$ cat src/rtl/intr_pkg.sv
// Shared definitions for the interrupt arbiter.
//  - intr_state_e : dispatch FSM states (2-bit, encoding also visible in STATUS[1:0])
//  - OFS_*        : register word offsets, added to NUM_SRC to form the address
//                   of the registers that follow the PRIO[] array.
package intr_pkg;

    typedef enum logic [1:0] {
        ST_IDLE    = 2'd0,
        ST_ARB     = 2'd1,
        ST_GRANT   = 2'd2,
        ST_SERVICE = 2'd3
    } intr_state_e;

    localparam int OFS_ENABLE  = 0;
    localparam int OFS_PENDING = 1;
    localparam int OFS_STATUS  = 2;

endpackage

$ cat src/rtl/intr_prio_sel.sv
// Combinational winner selection over the eligible sources.
// Picks the highest priority; among equal priorities the first index at or
// after rr_ptr (wrapping) wins.
// Ports:
//  eligible  in  NUM_SRC          sources allowed to win
//  prio_tbl  in  NUM_SRC x PRIO_W per-source priority
//  rr_ptr    in  ID_W             round-robin start index
//  found     out 1                at least one eligible source
//  id        out ID_W             winning index
//  prio      out PRIO_W           winning priority
module intr_prio_sel #(
    parameter int NUM_SRC = 16,
    parameter int PRIO_W  = $clog2(NUM_SRC),
    parameter int ID_W    = $clog2(NUM_SRC)
) (
    input  logic [NUM_SRC-1:0]             eligible,
    input  logic [NUM_SRC-1:0][PRIO_W-1:0] prio_tbl,
    input  logic [ID_W-1:0]                rr_ptr,
    output logic                           found,
    output logic [ID_W-1:0]                id,
    output logic [PRIO_W-1:0]              prio
);

    localparam logic [ID_W:0] NUM_W = (ID_W+1)'(NUM_SRC);

    logic [ID_W:0]   idx_wide;
    logic [ID_W-1:0] idx;

    // Scan starting at rr_ptr; only a strictly greater priority replaces the
    // current best, so the first hit in rotated order wins a tie.
    always_comb begin
        found    = 1'b0;
        id       = '0;
        prio     = '0;
        idx_wide = '0;
        idx      = '0;
        for (int k = 0; k < NUM_SRC; k++) begin
            idx_wide = {1'b0, rr_ptr} + (ID_W+1)'(k);
            if (idx_wide >= NUM_W) begin
                idx_wide = idx_wide - NUM_W;
            end
            idx = idx_wide[ID_W-1:0];
            if (eligible[idx] && (!found || (prio_tbl[idx] > prio))) begin
                found = 1'b1;
                id    = idx;
                prio  = prio_tbl[idx];
            end
        end
    end

endmodule

$ cat src/rtl/intr_arbiter.sv
// APB-configured interrupt arbiter. Rising edges on intr_req_i are latched
// into PENDING; enabled, non-zero-priority pending sources are dispatched one
// at a time over a valid/ack/done handshake.
// Handshake: intr_valid_o rises with id/prio and holds them until intr_ack_i;
// the ack clears that source's pending bit; the CPU then raises intr_done_i
// once servicing ends, after which the next dispatch may start.
// Ports:
//  pclk, prst_n                        clock, async active-low reset
//  psel/penable/pwrite/paddr/pwdata    APB request
//  prdata/pready/pslverr               APB response (zero wait state)
//  intr_req_i                          edge-sensitive request lines
//  intr_valid_o/intr_id_o/intr_prio_o  dispatch to CPU
//  intr_ack_i/intr_done_i              CPU accept / service complete
module intr_arbiter
    import intr_pkg::*;
#(
    parameter int NUM_SRC = 16,
    parameter int PRIO_W  = $clog2(NUM_SRC),
    parameter int ID_W    = $clog2(NUM_SRC),
    parameter int ADDR_W  = $clog2(NUM_SRC) + 1
) (
    input  logic               pclk,
    input  logic               prst_n,
    input  logic               psel,
    input  logic               penable,
    input  logic               pwrite,
    input  logic [ADDR_W-1:0]  paddr,
    input  logic [NUM_SRC-1:0] pwdata,
    output logic [NUM_SRC-1:0] prdata,
    output logic               pready,
    output logic               pslverr,
    input  logic [NUM_SRC-1:0] intr_req_i,
    output logic               intr_valid_o,
    output logic [ID_W-1:0]    intr_id_o,
    output logic [PRIO_W-1:0]  intr_prio_o,
    input  logic               intr_ack_i,
    input  logic               intr_done_i
);

    localparam logic [ADDR_W-1:0] A_ENABLE  = ADDR_W'(NUM_SRC + OFS_ENABLE);
    localparam logic [ADDR_W-1:0] A_PENDING = ADDR_W'(NUM_SRC + OFS_PENDING);
    localparam logic [ADDR_W-1:0] A_STATUS  = ADDR_W'(NUM_SRC + OFS_STATUS);
    localparam logic [ID_W-1:0]   LAST_ID   = ID_W'(NUM_SRC - 1);

    logic [NUM_SRC-1:0][PRIO_W-1:0] prio_q;
    logic [NUM_SRC-1:0] enable_q, pending_q, req_q;
    logic [NUM_SRC-1:0] pending_d, w1c_mask, ack_clr, eligible;
    logic [ID_W-1:0]    rr_ptr_q, rr_ptr_d, id_q, id_d, sel_id;
    logic [PRIO_W-1:0]  prio_out_q, prio_d, sel_prio;
    logic               valid_q, valid_d, sel_found;
    logic               access, wr, rd, is_prio, mapped;
    logic [ID_W+1:0]    status_w;
    intr_state_e        state_q, state_d;

    // ---------------- APB decode ----------------
    assign access   = psel & penable;
    assign wr       = access & pwrite;
    assign rd       = access & ~pwrite;
    assign is_prio  = (paddr < A_ENABLE);
    assign mapped   = is_prio | (paddr == A_ENABLE) | (paddr == A_PENDING) | (paddr == A_STATUS);
    assign pready   = access;
    assign pslverr  = access & ~mapped;
    assign status_w = {rr_ptr_q, state_q};

    always_comb begin
        prdata = '0;
        if (rd) begin
            if (is_prio)                 prdata = NUM_SRC'(prio_q[paddr[ID_W-1:0]]);
            else if (paddr == A_ENABLE)  prdata = enable_q;
            else if (paddr == A_PENDING) prdata = pending_q;
            else if (paddr == A_STATUS)  prdata = NUM_SRC'(status_w);
        end
    end

    // ---------------- pending / eligibility ----------------
    assign w1c_mask = (wr && (paddr == A_PENDING)) ? pwdata : '0;

    // A new edge is OR-ed in after the clears so it survives a same-cycle clear.
    assign pending_d = (pending_q & ~(w1c_mask | ack_clr)) | (intr_req_i & ~req_q);

    always_comb begin
        for (int i = 0; i < NUM_SRC; i++) begin
            eligible[i] = pending_q[i] & enable_q[i] & (prio_q[i] != '0);
        end
    end

    intr_prio_sel #(
        .NUM_SRC (NUM_SRC),
        .PRIO_W  (PRIO_W),
        .ID_W    (ID_W)
    ) u_prio_sel (
        .eligible (eligible),
        .prio_tbl (prio_q),
        .rr_ptr   (rr_ptr_q),
        .found    (sel_found),
        .id       (sel_id),
        .prio     (sel_prio)
    );

    // ---------------- dispatch FSM: next state ----------------
    always_comb begin
        state_d  = state_q;
        valid_d  = valid_q;
        id_d     = id_q;
        prio_d   = prio_out_q;
        rr_ptr_d = rr_ptr_q;
        ack_clr  = '0;
        case (state_q)
            ST_IDLE: begin
                if (|eligible) state_d = ST_ARB;
            end
            ST_ARB: begin
                // Eligibility may have vanished (W1C) since IDLE saw it.
                if (sel_found) begin
                    id_d    = sel_id;
                    prio_d  = sel_prio;
                    valid_d = 1'b1;
                    state_d = ST_GRANT;
                end else begin
                    state_d = ST_IDLE;
                end
            end
            ST_GRANT: begin
                if (intr_ack_i) begin
                    valid_d  = 1'b0;
                    ack_clr  = NUM_SRC'(1) << id_q;
                    rr_ptr_d = (id_q == LAST_ID) ? '0 : id_q + ID_W'(1);
                    state_d  = ST_SERVICE;
                end
            end
            ST_SERVICE: begin
                if (intr_done_i) state_d = (|eligible) ? ST_ARB : ST_IDLE;
            end
            default: state_d = ST_IDLE;
        endcase
    end

    // ---------------- state registers ----------------
    always_ff @(posedge pclk or negedge prst_n) begin
        if (!prst_n) begin
            prio_q     <= '0;
            enable_q   <= '0;
            pending_q  <= '0;
            req_q      <= '0;
            rr_ptr_q   <= '0;
            state_q    <= ST_IDLE;
            valid_q    <= 1'b0;
            id_q       <= '0;
            prio_out_q <= '0;
        end else begin
            if (wr && is_prio)           prio_q[paddr[ID_W-1:0]] <= pwdata[PRIO_W-1:0];
            if (wr && paddr == A_ENABLE) enable_q <= pwdata;
            pending_q  <= pending_d;
            req_q      <= intr_req_i;
            rr_ptr_q   <= rr_ptr_d;
            state_q    <= state_d;
            valid_q    <= valid_d;
            id_q       <= id_d;
            prio_out_q <= prio_d;
        end
    end

    assign intr_valid_o = valid_q;
    assign intr_id_o    = id_q;
    assign intr_prio_o  = prio_out_q;

endmodule

$ cat config.mk
export PLATFORM = sky130hd
export DESIGN_NAME = intr_arbiter
export DESIGN_NICKNAME = d
export VERILOG_FILES = /design/src/rtl/intr_pkg.sv /design/src/rtl/intr_prio_sel.sv /design/src/rtl/intr_arbiter.sv
export SDC_FILE = /design/constraint.sdc
export NUM_CORES = 1
export LEC_CHECK = 0
export BUFFER_PORTS_ARGS = -buffer_cell sky130_fd_sc_hd__buf_2
export CAP_MARGIN = 20
export CORE_MARGIN = 8
export CORE_UTILIZATION = 40
export DETAILED_ROUTE_END_ITERATION = 8
export PLACE_DENSITY = 0.64
export SYNTH_ARGS = -nofsm -noshare
export SYNTH_HDL_FRONTEND = slang
export SYNTH_SLANG_ARGS = --single-unit
$ cat constraint.sdc
create_clock -name pclk -period 71.9 [get_ports pclk]
set_clock_uncertainty 0.1 [all_clocks]
set_input_delay 10.785 -clock pclk [delete_from_list [all_inputs] [get_ports pclk]]
set_output_delay 10.785 -clock pclk [all_outputs]
set_load 0.005 [all_outputs]
# Word-level counts from Yosys, hierarchy flattened
# Cells that the tools add are included.
dict set report op_classes {
  n_bitwise 47
  n_reduce_logical 72
  addsub 32
  n_mux 151
  n_eq_ne 11
  n_lt_le_gt_ge 50
  shifts 1
}
# cell n
set ops {}
lappend ops {{$bmux 4 s4} 17}
lappend ops {{$mux 4} 67}
lappend ops {{$mux 16} 7}
lappend ops {{$lt 4x5->1 const B} 17}
lappend ops {{$ge 5x5->1 const B} 15}
lappend ops {{$bmux 1 s4} 16}
lappend ops {{$bwmux 64} 1}
lappend ops {{$reduce_bool 4->1} 16}
lappend ops {{$sub 4x1->4 const B} 16}
lappend ops {{$gt 4x4->1} 15}
lappend ops {{$add 4x4->5 const B} 8}
lappend ops {{$and 1x1->1} 36}
lappend ops {{$mux 1} 35}
lappend ops {{$and 16x16->16} 2}
lappend ops {{$not 16->16} 2}
lappend ops {{$or 16x16->16} 2}
lappend ops {{$add 4x3->5 const B} 4}
lappend ops {{$logic_and 1x1->1} 19}
lappend ops {{$demux 4 s4} 1}
lappend ops {{$reduce_or 16->1} 1}
lappend ops {{$shl 1x4->16 const A} 1}
lappend ops {{$eq 5x5->1 const B} 3}
lappend ops {{$logic_not 1->1} 15}
lappend ops {{$logic_or 1x1->1} 15}
lappend ops {{other kinds (20)} 33}
dict set report word_totals {
  regBits 127
  output_inout_bits 27
  in_bits 44
  elab_cells 388
}

# Longest topological paths before layout
dict set report logic_depth {
  depth_word 67
  depth_mapped 175
  mapped_depth_nobuf 160
}

# Modules after synthesis
# Synthesis repeated with hierarchy kept, for this count alone.
dict set report hier_totals {
  cells_unflattened 1452
  area_unflattened_um2 14228.6
}
# mod n_inst cells_per_inst area_each_um2 seq_area_each_um2
set by_module_without_submodules {}
lappend by_module_without_submodules {intr_prio_sel 1 923 7995.2 0.0}
lappend by_module_without_submodules {intr_arbiter 1 529 6233.5 3178.0}

# Worst setup path after synthesis
# Ideal clock, no wire load.
dict set report synth_path {
  kind {flip-flop to flip-flop}
  startpoint {register rr_ptr_q[1]}
  endpoint {register id_q[1], in the netlist intr_id_o[1]}
  period_less_slack_ps 27654
  setup_time_ps 149
  t_required_ps 71651
  path_buffers 15
  slack_ps 44246
  t_arrival_ps 27405
  stages_incl_launch_ff 163
  cell_sequence {dfrtp_1 buf_4 clkinv_1 buf_2 ha_1 buf_2 buf_2 buf_2 buf_2 mux4_2 mux2_2 o21ai_0 inv_1 ha_1 nor2b_1 o211ai_1 o21ai_0 a21o_1 [127 not listed] a41oi_1 a31o_2 nor2b_1 inv_1 nor2_1 a21o_1 ha_1 nor2b_1 o21ai_0 nand2b_1 a21oi_1 a41o_1 and2_1 nor2b_1 clkbuf_1 or2_2 a2111oi_0 a221oi_1}
}
dict set report synth_between {
  elab_chain_cells 66
  elab_cells_between_ends 235
  cone_classes {31 x add/sub; 31 x order compare; 127 x mux; 46 x reduce/logical}
}
# item line_no
set synth_lines {}
lappend synth_lines {{start, declared} intr_arbiter.sv:48} ;# logic [ID_W-1:0] rr_ptr_q, rr_ptr_d, id_q, id_d, sel_id;
lappend synth_lines {{start signal, assigned} intr_arbiter.sv:155} ;# rr_ptr_q <= rr_ptr_d;
lappend synth_lines {{$add 4x1->5 (tied with other cells)} intr_prio_sel.sv:38} ;# idx_wide = {1'b0, rr_ptr} + (ID_W+1)'(k);
lappend synth_lines {{$sub 4x1->4 (tied with other cells)} intr_prio_sel.sv:40} ;# idx_wide = idx_wide - NUM_W;
lappend synth_lines {{$mux 4 (tied with other cells)} intr_prio_sel.sv:39} ;# if (idx_wide >= NUM_W) begin
lappend synth_lines {{$bmux 4 s4 (tied with other cells)} {intr_prio_sel.sv:43, intr_prio_sel.sv:46}}
lappend synth_lines {{$mux 4 (implied by the code) (tied with other cells)} {intr_prio_sel.sv:43, intr_prio_sel.sv:46}}
lappend synth_lines {{$gt 4x4->1 / $logic_not 1->1 (equally long branches)} intr_prio_sel.sv:43} ;# if (eligible[idx] && (!found || (prio_tbl[idx] > prio))) begin
lappend synth_lines {{$logic_or 1x1->1} intr_prio_sel.sv:43}
lappend synth_lines {{$logic_and 1x1->1} intr_prio_sel.sv:43}
lappend synth_lines {{[50 not listed]} n/a}
lappend synth_lines {{$logic_or 1x1->1} intr_prio_sel.sv:43}
lappend synth_lines {{$logic_and 1x1->1} intr_prio_sel.sv:43}
lappend synth_lines {{$mux 4 / $mux 1 (equally long branches)} intr_prio_sel.sv:43}
lappend synth_lines {{$gt 4x4->1 / $logic_not 1->1 (equally long branches)} intr_prio_sel.sv:43}
lappend synth_lines {{$logic_or 1x1->1} intr_prio_sel.sv:43}
lappend synth_lines {{$logic_and 1x1->1} intr_prio_sel.sv:43}
lappend synth_lines {{$mux 1} intr_prio_sel.sv:43}
lappend synth_lines {{$reduce_and 2->1 (no line)} n/a}
lappend synth_lines {{end signal, assigned} intr_arbiter.sv:158} ;# id_q <= id_d;
lappend synth_lines {{end, declared} intr_arbiter.sv:48}
# Several ways; a longest one is shown, not always the timed one. The select of a mux whose other input is x is not followed.
# A chain may end at the register's enable or synchronous reset.

# Worst setup path after layout
dict set report layout_path {
  startpoint {register rr_ptr_q[1]}
  endpoint {register id_q[3], in the netlist intr_id_o[3]}
}
# Same word-level chain as after synthesis.

==> impl_results.md <==
- Status: finished, final reports clean
- Crit path launch type: register
- Share of layout cells above drive strength 1: 0.259
- Via Count: 13685
- Area contributors post-synth: dfrtp_1 22%, mux4_2 17%, mux2_2 7.5%
- IO Count: 71
- Starting Density: 0.407
- Total CTS buffers: 17
- Seq/Total Area, Yosys: 0.219
- Root buffer cell: clkbuf_16
- Met2 track demand over resource: 0.398
- # Post-CTS Setup Buffers: 0
- Gr busiest metal: met2
- Syn. warnings: 0
- Reg-to-Reg Start: rr_ptr_q[1]
- Synthesized cell area: 14500 um^2
- RD Place Congestion: 1.07
- Critical Path Max Stage Delay: 1170 ps
- Top_reg_cell synth: dfrtp_1
- Syn nets: 1652
- Antenna violation net count after detailed routing: 0
- Min Tclk post-route: 34510 ps
- Clock-pin slew on the worst setup and hold paths: 70 ps
- Asr flop ratio synth: 1.00
- Vias in the first global route: 12973
- Post_cts resized: 0
- Distinct cells, synth: 96
- Met3 usage: 0.0512
- DRC violations left: 0
- GR Layer Usage met1: 0.346
- CTS Sinks: 127
- Worst r2r dst: intr_id_o[3]
- RSZ-0062 raised after global routing: no
- Commonest non-fill, non-tap cell in the layout: nand2_1
- Post-route setup TNS: 0 ps
- Initial antenna violation count: 0
- Cell mode on critical path: o21ai_0
- Gr usage total: 0.258
- Top cell type by total area after synthesis: dfrtp_1
- CP Max Fanout: 49
- Final Hold Viols: 0
- R2R cell count: 152
- Setup CP Type: reg2reg
- Core area: 35700 um^2
- CTS tree: built
- Worst slew pin tran: 1110 ps
- Synthesized area per cell: 9.45 um^2
- Post-synth EDFFs: 0
- Cell count after synthesis: 1536
- # rows: 69
- GR Overflow Total: 0
- Area grow syn2layout: 8.86%
- CTS hold repair buffers: 0
- Endpoint, Worst Hold: pending_q[11]
- Die Ht: 207 um
- Final nets: 1672
- Hold crit path type: reg2reg
- Hold path cells: 1
- FF+latch count, synth: 127
- CTS Buffer Depth: 2
- Most frequent cells in the layout: 201 x nand2_1, 125 x dfrtp_1, 110 x mux4_2
- Final wirelength: 55.0 mm
- H-Tree Depth: 4
- HP Start: req_q[11]
- Inserted Diodes: 0
- Slowest cell on crit path: ha_2
- Port bufs: 70
- Avg WL per Cell: 27.1 um
- Detailed Routing Iterations Pass 1: 6
- Synth top area share: 0.219
- Arrival time of the worst setup path: 34730 ps
- Register-to-register setup slack: 37390 ps
- Clock insertion delay at the later pin of the skew report: 440 ps
- Drt via density: 6.74
- Period utilisation layout: 0.480
- Die width: 207 um
- Largest net degree at the start of global routing: 72
- FMAX: 29.0 MHz
- Initial DRC Count: 1731
- Setup Viol. Count Final: 0
- Slew margin rel.: 0.248
- Max-slew violation count: 0
- Hpwl dp: 43.5 mm
- Maxcap violations: 0
- Die area: 42700 um^2
- Global-route wire length before repair: 82.7 mm
- Critical path required time: 72120 ps
- Critical path endpoint category: register
## routing by layer
layer,wire length [um],share of wire,vias to the layer above
met2,24800,0.45,807
met5,0,0,-
met4,2660,0.048,0
li1,-,-,5919
met1,22100,0.40,6833
met3,5430,0.099,126
## worst max-delay path, delay by kind of cell, from the launching register on
kind / cells / cell delay [ps]
DFF: 1 / 340
AOI/OAI and AO/OA: 79 / 16700
muxes: 2 / 820
adders and majority gates: 16 / 5410
buffers and inverters: 7 / 2880
and+or+nand+nor: 48 / 8040
## final cells by class
cell class                 count  area (um^2)
clock inverter                15          163
clock buffer                  17          425
multi-input combinational   1252        10700
inverter                      64          240
fill                        3466        19800
sequential                   127         3180
tap                          461          577
timing repair buffer          94          533
## through the flow
step	utilization	instance area (um^2)	hold WS (ps)	setup WS [ps]	cells
2_1_floorplan	-	14500	300	44250	1536
3_3_place_gp	0.427	15200	302	38700	1997
3_5_place_dp	0.427	15200	313	37750	1997
4_1_cts	0.443	15800	319	37600	2029
5_1_grt	0.443	15800	327	34600	2030
6_report	0.443	15800	309	37390	2030
## cell usage after synthesis (all sizes together) (26+ instances only)
cell type	n
a21oi	53
a22oi	30
buf	46
clkbuf	47
dfrtp	127
ha	72
inv	62
mux2	97
mux2i	89
mux4	110
nand2	202
nand3	40
nor2	92
nor2b	26
o21ai	87
## kinds of logic (layout without fill, tap and decap cells)
| group | count (synthesis) | in the layout | synth area share |
|---|---|---|---|
| buffers and inverters | 157 | 190 | 0.0464 |
| AO/OA/AOI/OAI | 361 | 361 | 0.181 |
| XOR/XNOR | 16 | 16 | 0.00965 |
| adder cells (fa/ha/maj) | 72 | 72 | 0.0620 |
| flip-flops | 127 | 127 | 0.219 |
| AND/OR/NAND/NOR | 507 | 507 | 0.174 |
| multiplexers | 296 | 296 | 0.308 |
## flip-flops by register name (all words and copies together) (netlist names), named ones only
signal / cells
pending_q: 16
rr_ptr_q: 4
intr_valid_o: 1
prio_q: 64
req_q: 16
intr_prio_o: 4
enable_q: 16
intr_id_o: 4
state_q: 1
## worst max path at each step
stage / from / endpoint / slack, ps
2_1_floorplan: rr_ptr_q[1] / intr_id_o[1] / 44250
3_3_place_gp: rr_ptr_q[1] / intr_id_o[0] / 38700
6_report: rr_ptr_q[1] / intr_id_o[3] / 37390
3_5_place_dp: rr_ptr_q[1] / intr_id_o[0] / 37750
4_1_cts: rr_ptr_q[1] / intr_id_o[0] / 37600
5_1_grt: rr_ptr_q[1] / intr_id_o[1] / 34600
Power is left out: the tool's default activity adds up to more than one toggle a clock period on the data nets, which glitch-free logic cannot reach.
